$ cat src/rtl/muldiv_pkg.sv
// Shared definitions for the iterative multiply/divide unit: op encodings,
// FSM states and the default datapath width.
package muldiv_pkg;

  localparam int MULDIV_WIDTH = 32;

  typedef enum logic [1:0] {
    OP_MULT  = 2'b00,
    OP_MULTU = 2'b01,
    OP_DIV   = 2'b10,
    OP_DIVU  = 2'b11
  } op_e;

  typedef enum logic [1:0] {
    IDLE = 2'b00,
    CALC = 2'b01,
    FIX  = 2'b10
  } state_e;

endpackage

$ cat src/rtl/muldiv_step.sv
// One iteration of the shared datapath: shift-add for multiply,
// restoring compare-subtract-shift for divide.
module muldiv_step #(
  parameter int WIDTH = 32
) (
  input  logic             is_div_i,
  input  logic [WIDTH-1:0] hi_i,
  input  logic [WIDTH-1:0] lo_i,
  input  logic [WIDTH-1:0] b_i,
  output logic [WIDTH-1:0] hi_o,
  output logic [WIDTH-1:0] lo_o
);

  logic [WIDTH:0]   sum;
  logic [WIDTH:0]   shifted;
  logic [WIDTH-1:0] diff;
  logic             ge;

  // NOTE: every output of a combinational block gets a default first, so no path leaves it unassigned and a latch cannot be inferred.
  always_comb begin
    hi_o    = hi_i;
    lo_o    = lo_i;
    sum     = {1'b0, hi_i} + (lo_i[0] ? {1'b0, b_i} : '0);
    // Partial remainder is WIDTH+1 bits wide; when it is >= divisor the true
    // difference is below 2^WIDTH, so a WIDTH-bit modular subtract is exact.
    shifted = {hi_i, lo_i[WIDTH-1]};
    ge      = shifted >= {1'b0, b_i};
    diff    = shifted[WIDTH-1:0] - b_i;
    if (is_div_i) begin
      hi_o = ge ? diff : shifted[WIDTH-1:0];
      lo_o = {lo_i[WIDTH-2:0], ge};
    end else begin
      hi_o = sum[WIDTH:1];
      lo_o = {sum[0], lo_i[WIDTH-1:1]};
    end
  end

endmodule

$ cat src/rtl/muldiv_unit.sv
// Iterative MULT/MULTU/DIV/DIVU unit with architectural HI/LO registers.
// Fixed 34-cycle sequence: accept, 32 iterations, sign fix and commit.
module muldiv_unit
  import muldiv_pkg::*;
#(
  parameter int WIDTH = MULDIV_WIDTH,
  parameter int CNT_W = 6
) (
  input  logic             clk,
  input  logic             rst_n,
  input  logic             start,
  input  logic [1:0]       op,
  input  logic [WIDTH-1:0] src_a,
  input  logic [WIDTH-1:0] src_b,
  input  logic             flush,
  input  logic             wr_hi,
  input  logic             wr_lo,
  input  logic [WIDTH-1:0] wdata,
  output logic             busy,
  output logic             done,
  output logic [WIDTH-1:0] hi,
  output logic [WIDTH-1:0] lo
);

  localparam logic [CNT_W-1:0] LAST_CNT = CNT_W'(WIDTH - 1);

  state_e           state_q;
  logic [CNT_W-1:0] cnt_q;
  logic             is_div_q;
  logic             neg_res_q;
  logic             neg_rem_q;
  logic [WIDTH-1:0] b_q;
  logic [WIDTH-1:0] acc_hi_q;
  logic [WIDTH-1:0] acc_lo_q;
  logic [WIDTH-1:0] acc_hi_d;
  logic [WIDTH-1:0] acc_lo_d;
  logic             busy_q;
  logic             done_q;
  logic [WIDTH-1:0] hi_q;
  logic [WIDTH-1:0] lo_q;

  logic             op_div;
  logic             op_signed;
  logic             sign_a;
  logic             sign_b;
  logic [WIDTH-1:0] mag_a;
  logic [WIDTH-1:0] mag_b;

  logic [2*WIDTH-1:0] prod;
  logic [WIDTH-1:0]   fix_hi;
  logic [WIDTH-1:0]   fix_lo;

  always_comb begin
    op_div    = (op == OP_DIV) || (op == OP_DIVU);
    op_signed = (op == OP_MULT) || (op == OP_DIV);
    sign_a    = op_signed & src_a[WIDTH-1];
    sign_b    = op_signed & src_b[WIDTH-1];
    mag_a     = sign_a ? -src_a : src_a;
    mag_b     = sign_b ? -src_b : src_b;
  end

  muldiv_step #(.WIDTH(WIDTH)) u_step (
    .is_div_i (is_div_q),
    .hi_i     (acc_hi_q),
    .lo_i     (acc_lo_q),
    .b_i      (b_q),
    .hi_o     (acc_hi_d),
    .lo_o     (acc_lo_d)
  );

  // Sign correction applied to the unsigned magnitude result at FIX.
  always_comb begin
    prod   = {acc_hi_q, acc_lo_q};
    fix_hi = acc_hi_q;
    fix_lo = acc_lo_q;
    if (!is_div_q) begin
      if (neg_res_q) prod = -prod;
      fix_hi = prod[2*WIDTH-1:WIDTH];
      fix_lo = prod[WIDTH-1:0];
    end else begin
      if (neg_res_q) fix_lo = -acc_lo_q;
      if (neg_rem_q) fix_hi = -acc_hi_q;
    end
  end

  // NOTE: sequential state uses non-blocking assignments only, so every register samples pre-edge values regardless of statement order.
  always_ff @(posedge clk or negedge rst_n) begin
    // NOTE: the datapath registers are reset too; they are plain flops, not a memory array, so clearing them is cheap and keeps X out of simulation.
    if (!rst_n) begin
      state_q   <= IDLE;
      cnt_q     <= '0;
      is_div_q  <= 1'b0;
      neg_res_q <= 1'b0;
      neg_rem_q <= 1'b0;
      b_q       <= '0;
      acc_hi_q  <= '0;
      acc_lo_q  <= '0;
      busy_q    <= 1'b0;
      done_q    <= 1'b0;
      hi_q      <= '0;
      lo_q      <= '0;
    end else begin
      done_q <= 1'b0;
      case (state_q)
        IDLE: begin
          if (wr_hi) hi_q <= wdata;
          if (wr_lo) lo_q <= wdata;
          if (start && !flush) begin
            state_q   <= CALC;
            busy_q    <= 1'b1;
            cnt_q     <= '0;
            is_div_q  <= op_div;
            // Divide by zero keeps the all-ones quotient the iteration produces.
            neg_res_q <= (sign_a ^ sign_b) & ~(op_div && src_b == '0);
            neg_rem_q <= op_div & sign_a;
            b_q       <= mag_b;
            acc_hi_q  <= '0;
            acc_lo_q  <= mag_a;
          end
        end
        CALC: begin
          if (flush) begin
            state_q <= IDLE;
            busy_q  <= 1'b0;
          end else begin
            acc_hi_q <= acc_hi_d;
            acc_lo_q <= acc_lo_d;
            cnt_q    <= cnt_q + CNT_W'(1);
            if (cnt_q == LAST_CNT) state_q <= FIX;
          end
        end
        FIX: begin
          state_q <= IDLE;
          busy_q  <= 1'b0;
          if (!flush) begin
            hi_q   <= fix_hi;
            lo_q   <= fix_lo;
            done_q <= 1'b1;
          end
        end
        default: begin
          state_q <= IDLE;
          busy_q  <= 1'b0;
        end
      endcase
    end
  end

  assign busy = busy_q;
  assign done = done_q;
  assign hi   = hi_q;
  assign lo   = lo_q;

endmodule

$ cat config.mk
export PLATFORM = sky130hd
export DESIGN_NAME = muldiv_unit
export DESIGN_NICKNAME = d
export VERILOG_FILES = /design/src/rtl/muldiv_pkg.sv /design/src/rtl/muldiv_step.sv /design/src/rtl/muldiv_unit.sv
export SDC_FILE = /design/constraint.sdc
export NUM_CORES = 1
export LEC_CHECK = 0
export ABC_AREA = 1
export BUFFER_PORTS_ARGS = -buffer_cell sky130_fd_sc_hd__buf_2
export CORE_MARGIN = 4
export CORE_UTILIZATION = 50
export DETAILED_ROUTE_END_ITERATION = 8
export GPL_TIMING_DRIVEN = 1
export HOLD_SLACK_MARGIN = 0.06
export PLACE_DENSITY = 0.69
export SLEW_MARGIN = 20
export SYNTH_ARGS = -nofsm -noshare
export SYNTH_HDL_FRONTEND = slang
export SYNTH_SLANG_ARGS = --single-unit
$ cat constraint.sdc
create_clock -name clk -period 6.3 [get_ports clk]
set_input_delay 0 -clock clk [delete_from_list [all_inputs] [get_ports clk]]
set_output_delay 0 -clock clk [all_outputs]
set_load 0.02 [all_outputs]
==> results of run 1 <==
worst register-to-register path, delay by kind of cell, from the launching register on:
family | cells | cell delay [ns]
buf+inv | 6 | 1.96
simple gates | 9 | 1.40
flops | 1 | 0.42
placed cells by master, fill, tap and decap left out, types with 3 or more instances in the layout:
cell type      instances
buf_2                168
dlygate4sd3_1        104
o21bai_1              11
a21boi_0               3
buf_4                 14
nand3b_1              15
nor2_1               375
o21ai_1                8
nor2_4                 4
xnor2_1                7
a31oi_1               32
dfrtp_1              171
nand2_1              849
clkbuf_16             17
inv_6                  6
inv_2                  6
inv_8                  3
nor4_1                 3
nor3_1                31
nand4_1               51
nand3_1              328
a21o_1                 4
nand2_2                3
ha_1                  69
o21ai_0              178
a22oi_1                9
inv_1                431
and3_1                 5
a21oi_1              250
xor2_1                26
or2_2                 12
o21ai_2                3
o211ai_1               9
power breakdown:
| part | internal [W] | switching, W |
|---|---|---|
| Combinational | 0.00210 | 0.00495 |
| Clock | 0.000625 | 0.000531 |
| Sequential | 0.00162 | 0.000707 |
| Total | 0.00434 | 0.00619 |
layout make-up:
type,count,area [µm²]
fill,3358,13700
multi-input combinational,2299,11000
sequential,173,4330
timing repair buffer,287,2000
inverter,440,1650
tap,448,561
clock buffer,19,453
clock inverter,13,168
registers in the layout (all words and copies together) (netlist names):
| name | cells |
|---|---|
| b_q | 32 |
| done | 1 |
| cnt_q | 6 |
| state_q | 2 |
| busy | 1 |
| is_div_q | 1 |
| lo | 32 |
| neg_rem_q | 1 |
| hi | 32 |
| acc_hi_q | 32 |
| acc_lo_q | 32 |
| neg_res_q | 1 |
how the worst max path moves through the flow:
stage | depth (start not counted) | end | start
global route | 15 | cnt_q[4] | state_q[1]
detailed placement | 15 | cnt_q[4] | state_q[1]
finish | 15 | cnt_q[4] | state_q[1]
global placement | 15 | cnt_q[4] | state_q[1]
floorplan | 18 | acc_hi_q[31] | acc_lo_q[0]
CTS | 15 | cnt_q[4] | state_q[1]
per-layer routing:
| metal | share of wire [%] | global-route usage [%] | up-vias |
|---|---|---|---|
| met5 | 0 | 0 | - |
| met1 | 43 | 53.3 | 9696 |
| li1 | - | - | 10149 |
| met2 | 42 | 52.2 | 1174 |
| met4 | 3.1 | 11.1 | 0 |
| met3 | 12 | 8.98 | 115 |
cell usage after synthesis, types with 3 or more instances:
cell      count
o211ai_1      9
ha_1         69
nand2_1     849
nor2_2        3
xnor2_1       7
dfrtp_1     173
o21ai_0     178
nor3_1       31
buf_1        10
inv_2         5
inv_1       431
o21ai_1       8
nand4_1      51
xor2_1       26
or2_2        12
a31oi_1      32
nand3_1     328
o21bai_1     11
clkbuf_1     64
a21boi_0      3
buf_2        18
nand2_2       3
and3_1        5
clkinv_1      3
nor4_1        3
nand3b_1     15
nor2_1      376
a21o_1        4
a21oi_1     250
o21ai_2       3
a22oi_1       9
metrics by stage:
step,setup slack [ns],hold slack [ns],std cells,util [%]
floorplan,3.66,-0.296,3005,-
global placement,2.61,0.172,3543,54.6
detailed placement,2.50,0.176,3543,54.6
CTS,2.48,0.0744,3679,59.5
global route,2.14,0.108,3679,59.5
finish,2.39,0.0888,3679,59.5
cell families after synthesis:
group           after synthesis  synth area share (%)
simple gates               1682                  40.7
buf+inv                     533                  11.7
compound gates              512                  15.7
flops                       173                  25.0
fa+ha+maj                    71                  5.21
xor+xnor                     33                  1.67
mux                           1                0.0578
==> impl_metrics.json, run 1 <==
{
  "syn-cell-area_um2": 17300,
  "die-height_um": 194,
  "drt_iter0_markers": 2689,
  "placed_area_um2": 18500,
  "status": "finished, final reports clean",
  "ioPinCount": 170,
  "tns_ns": 0,
  "synth-seq-area-share_pct": 25.0,
  "ys_top_cells_by_area": "dfrtp_1 (25%), nand2_1 (18%), nand3_1 (9.5%)",
  "yosysUniqueCellTypes": 44,
  "drt-total-wl_um": 70900,
  "cp-start-kind": "flop",
  "dieWidth_um": 194,
  "design_area_um2": 20100,
  "clockBufferDepth": 2,
  "crit_fanout": 57,
  "cts_sinks": 173,
  "yosysWarnings": 0,
  "nNetsFinal": 3393,
  "grt_max_degree": 105,
  "cp_top_family": "buffers and inverters",
  "drv_cap": 0,
  "grt_pass1_vias": 18869,
  "dieArea_um2": 37700,
  "layout_min_cycle_time_ns": 3.91,
  "syn_area_per_cell_um2": 5.77,
  "slowest_stage": "buf_4",
  "required_ns": 6.63,
  "post-cts-setup-buffers": 0,
  "gp_congestion": 1.07,
  "overflow": 0,
  "dp_hpwl_um": 55200,
  "port_buffers": 169,
  "rows": 67,
  "powerDensity_nw_per_um2": 522,
  "drc": 0,
  "setup_violations": 0,
  "worst_ep_arrival_time_ns": 4.23,
  "path_clk_slew_ns": 0.08,
  "fmax_mhz": 256,
  "tightest_slew_ns": 1.00,
  "clock_latency_ns": 0.46,
  "detail_route.wl_per_cell_um": 19.3,
  "synth-edff-count": 0,
  "synth_cells": 3005,
  "power.leakage_nw": 10.5,
  "timing.rr.start": "state_q[1]",
  "slew_headroom_pct": 33.3,
  "fin_crit_sh_pct": 62.0,
  "cts_root_buf": "clkbuf_16",
  "drtAntennaViolNets": 0,
  "r2r_slack_ns": 2.39,
  "grt_pass1_wl_um": 108000,
  "synth_top_cell_by_area": "dfrtp_1",
  "cts.repair.resized": 0,
  "max_stage_delay_ns": 0.51,
  "hold_path_startpoint": "src_a[15]",
  "crit_top_cell": "buf_4",
  "slew_viol_final": 0,
  "path_class": "flop to flop",
  "start_util_pct": 51.2,
  "clock_skew_ns": 0.0157,
  "antenna_found_initial": 0,
  "ys_seq_elements": 173,
  "ys_async_sr_fraction_pct": 100,
  "hold_buffers": 104,
  "yosysTopAreaCellShare_pct": 25.0,
  "avgViaCountPerCell": 5.74,
  "total_power_w": 0.0105,
  "hold_path_end": "acc_lo_q[15]",
  "synth_nets": 3180,
  "r2r-end": "cnt_q[4]",
  "numCtsBuffers": 17,
  "firstDrtPassIters": 6,
  "rsz0062_at_grt": "false",
  "hold_path.class": "input pin to flop",
  "hold_viol": 0,
  "critical_path_buf_inv_count": 6,
  "crit_path_cell_trace": "inv_1, nand2_2, nor2_4, buf_4, inv_4, nand2_1, nor3_4, buf_4, nor2_4, buf_4, inv_2, nand3_1, nor2_1, nor2_1, nor3b_2",
  "antenna_cells": 0,
  "cts_tree": "built",
  "htree_levels": 4,
  "synthToLayoutAreaGrowth_pct": 16.3,
  "fp.coreArea_um2": 33900,
  "hold_path_depth": 5,
  "grt_util_all_layers_pct": 36.2,
  "drive_above_1_share_pct": 7.74,
  "peakVddDrop_v": 0.000318,
  "reg2reg_depth": 15,
  "num_vias": 21134,
  "synth-main-ff-cell": "dfrtp_1",
  "worst_setup_path_end_kind": "flop"
}
Note: power is estimated with default switching activity, not from simulation.
==> inputs of run 2 (changes only) <==
Clock period 6.3 ns to 4 ns, I/O delays scaled along.
==> impl_metrics.json, run 2 (synthesized netlist as in run 1, its figures left out) <==
{
  "status": "finished, final reports clean",
  "required_ns": 4.35,
  "top_layer": "met4",
  "place_ws_ns": 0.873,
  "start_util_pct": 51.2,
  "detail_route.wl_per_cell_um": 19.9,
  "cp-start-kind": "flop",
  "ioPinCount": 170,
  "drt-total-wl_um": 73500,
  "num_vias": 21643,
  "slew_viol_final": 0,
  "grt_max_degree": 90,
  "grt_pass1_wl_um": 112000,
  "powerDensity_nw_per_um2": 832,
  "gp_congestion": 1.10,
  "hold_path_startpoint": "src_a[1]",
  "timing.rr.start": "acc_lo_q[0]",
  "crit_fanout": 32,
  "wl_met3_um": 8680,
  "rows": 67,
  "nNetsFinal": 3404,
  "fin_crit_sh_pct": 80.1,
  "drive_above_1_share_pct": 8.11,
  "drt-met1-wl_um": 31500,
  "drt_iter0_markers": 2743,
  "switching_share_pct": 59.2,
  "cts_sinks": 173,
  "hold_viol": 0,
  "power_frac_seq_pct": 20.6,
  "peakVddDrop_v": 0.000415,
  "layout_min_cycle_time_ns": 3.20,
  "drtAntennaViolNets": 0,
  "firstDrtPassIters": 7,
  "r2r-end": "acc_hi_q[27]",
  "tightest_slew_ns": 1.03,
  "timing.final.ws_setup_ns": 0.797,
  "mostFrequentLayoutCell": "nand2_1",
  "slew_headroom_pct": 31.3,
  "drv_cap": 0,
  "fmax_mhz": 312,
  "layout_common_cells": "nand2_1 (849), inv_1 (431), nor2_1 (375), nand3_1 (328), a21oi_1 (250)",
  "rsz0062_at_grt": "false",
  "cts_root_buf": "clkbuf_16",
  "worst_ep_arrival_time_ns": 3.55,
  "drc": 0,
  "worst_setup_path_end_kind": "flop",
  "setup_violations": 0,
  "stdcell_count": 3691,
  "reg2reg_depth": 13,
  "htree_levels": 4,
  "overflow": 0,
  "numCtsBuffers": 17,
  "fp.coreArea_um2": 33900,
  "tns_ns": 0,
  "pwr-share-clk_pct": 10.6,
  "r2r_slack_ns": 0.80,
  "dieWidth_um": 194,
  "hold_path_depth": 5,
  "total_power_w": 0.0168,
  "path_class": "flop to flop",
  "cell_internal_pwr_w": 0.00686,
  "power.leakage_nw": 10.5,
  "path_clk_slew_ns": 0.08,
  "p_sw_w": 0.00996,
  "clock_skew_ns": 0.0173,
  "wl_met2_um": 30200,
  "dieArea_um2": 37700,
  "clock_latency_ns": 0.46,
  "grt_util_all_layers_pct": 37.5,
  "cts.repair.resized": 0,
  "post-route-util_pct": 59.7,
  "dp_hpwl_um": 57200,
  "hold_path_end": "acc_lo_q[1]",
  "clockBufferDepth": 2,
  "synthToLayoutAreaGrowth_pct": 16.7,
  "place_inst": 3557,
  "die-height_um": 194,
  "cts_tree": "built",
  "grt_pass1_vias": 19422,
  "pwr-share-comb_pct": 68.8,
  "avgViaCountPerCell": 5.86,
  "port_buffers": 169,
  "hold_path.class": "input pin to flop",
  "antenna_found_initial": 1
}
## run 2: changes by cell type in the layout (fill, tap and decap cells not counted), moves of 2 or more
| cell | before | now |
|---|---|---|
| inv_6 | 6 | 4 |
| clkinv_4 | 0 | 2 |
| buf_4 | 14 | 27 |
| clkbuf_8 | 2 | 0 |
| dlygate4sd3_1 | 104 | 101 |
## run 2: worst max path at each step
stage,to,cells past startpoint,slack (ns),from
final,acc_hi_q[27],13,0.80,acc_lo_q[0]
after global routing,acc_hi_q[24],16,0.62,b_q[7]
after CTS,acc_hi_q[27],13,0.88,acc_lo_q[0]
after detailed placement,acc_hi_q[9],13,0.87,acc_hi_q[27]
after global placement,acc_hi_q[27],13,0.85,acc_lo_q[0]
after floorplan,acc_hi_q[31],18,1.36,acc_lo_q[0]
## run 2: area by class of cell
type	count	area, µm²
clock inverters	14	175
flip-flops and latches	173	4330
well taps	448	561
repair buffers	298	2090
diodes	1	2.50
multi-input cells	2299	11000
inverters	440	1650
clock buffers	18	429
fillers	3476	13700
## run 2: power by group through the flow
stage	Combinational [W]	Sequential [W]	Clock [W]
global placement	0.0110	0.00340	0
global route	0.0126	0.00355	0.00186
CTS	0.0112	0.00341	0.00179
floorplan	0.00723	0.00352	0
finish	0.0116	0.00347	0.00178
detailed placement	0.0110	0.00344	0
## run 2: timing repair
item / CTS / global route
endpoints found under the hold margin: 220 / 0
setup buffers: 0 / 0
endpoints found under the setup margin: 0 / 0
hold buffers: 101 / 0
## run 2: worst max-delay path, stage by stage (launching register included)
cell	delay, ns
dfrtp_1	0.40
buf_4	0.44
nand2_1	0.26
fa_1	0.56
o21ai_0	0.36
nand3_1	0.12
nand3_1	0.25
nand2_1	0.11
nand3_1	0.10
nand2_1	0.05
nor2_1	0.25
nor2_1	0.07
nand2_1	0.06
nand2_1	0.04
## run 2: per-stage QoR
step                      area, µm²  hold WS (ns)
after floorplan               17300        -0.296
after global placement        18600         0.139
after detailed placement      18600         0.154
after CTS                     20200        0.0650
after global routing          20200         0.114
final                         20200        0.0884
## run 2: per-layer routing
metal / GRT usage, % / up-vias
met5: 0 / -
met4: 13.7 / 0
met3: 8.97 / 174
met2: 53.7 / 1353
met1: 54.8 / 9949
li1: - / 10167
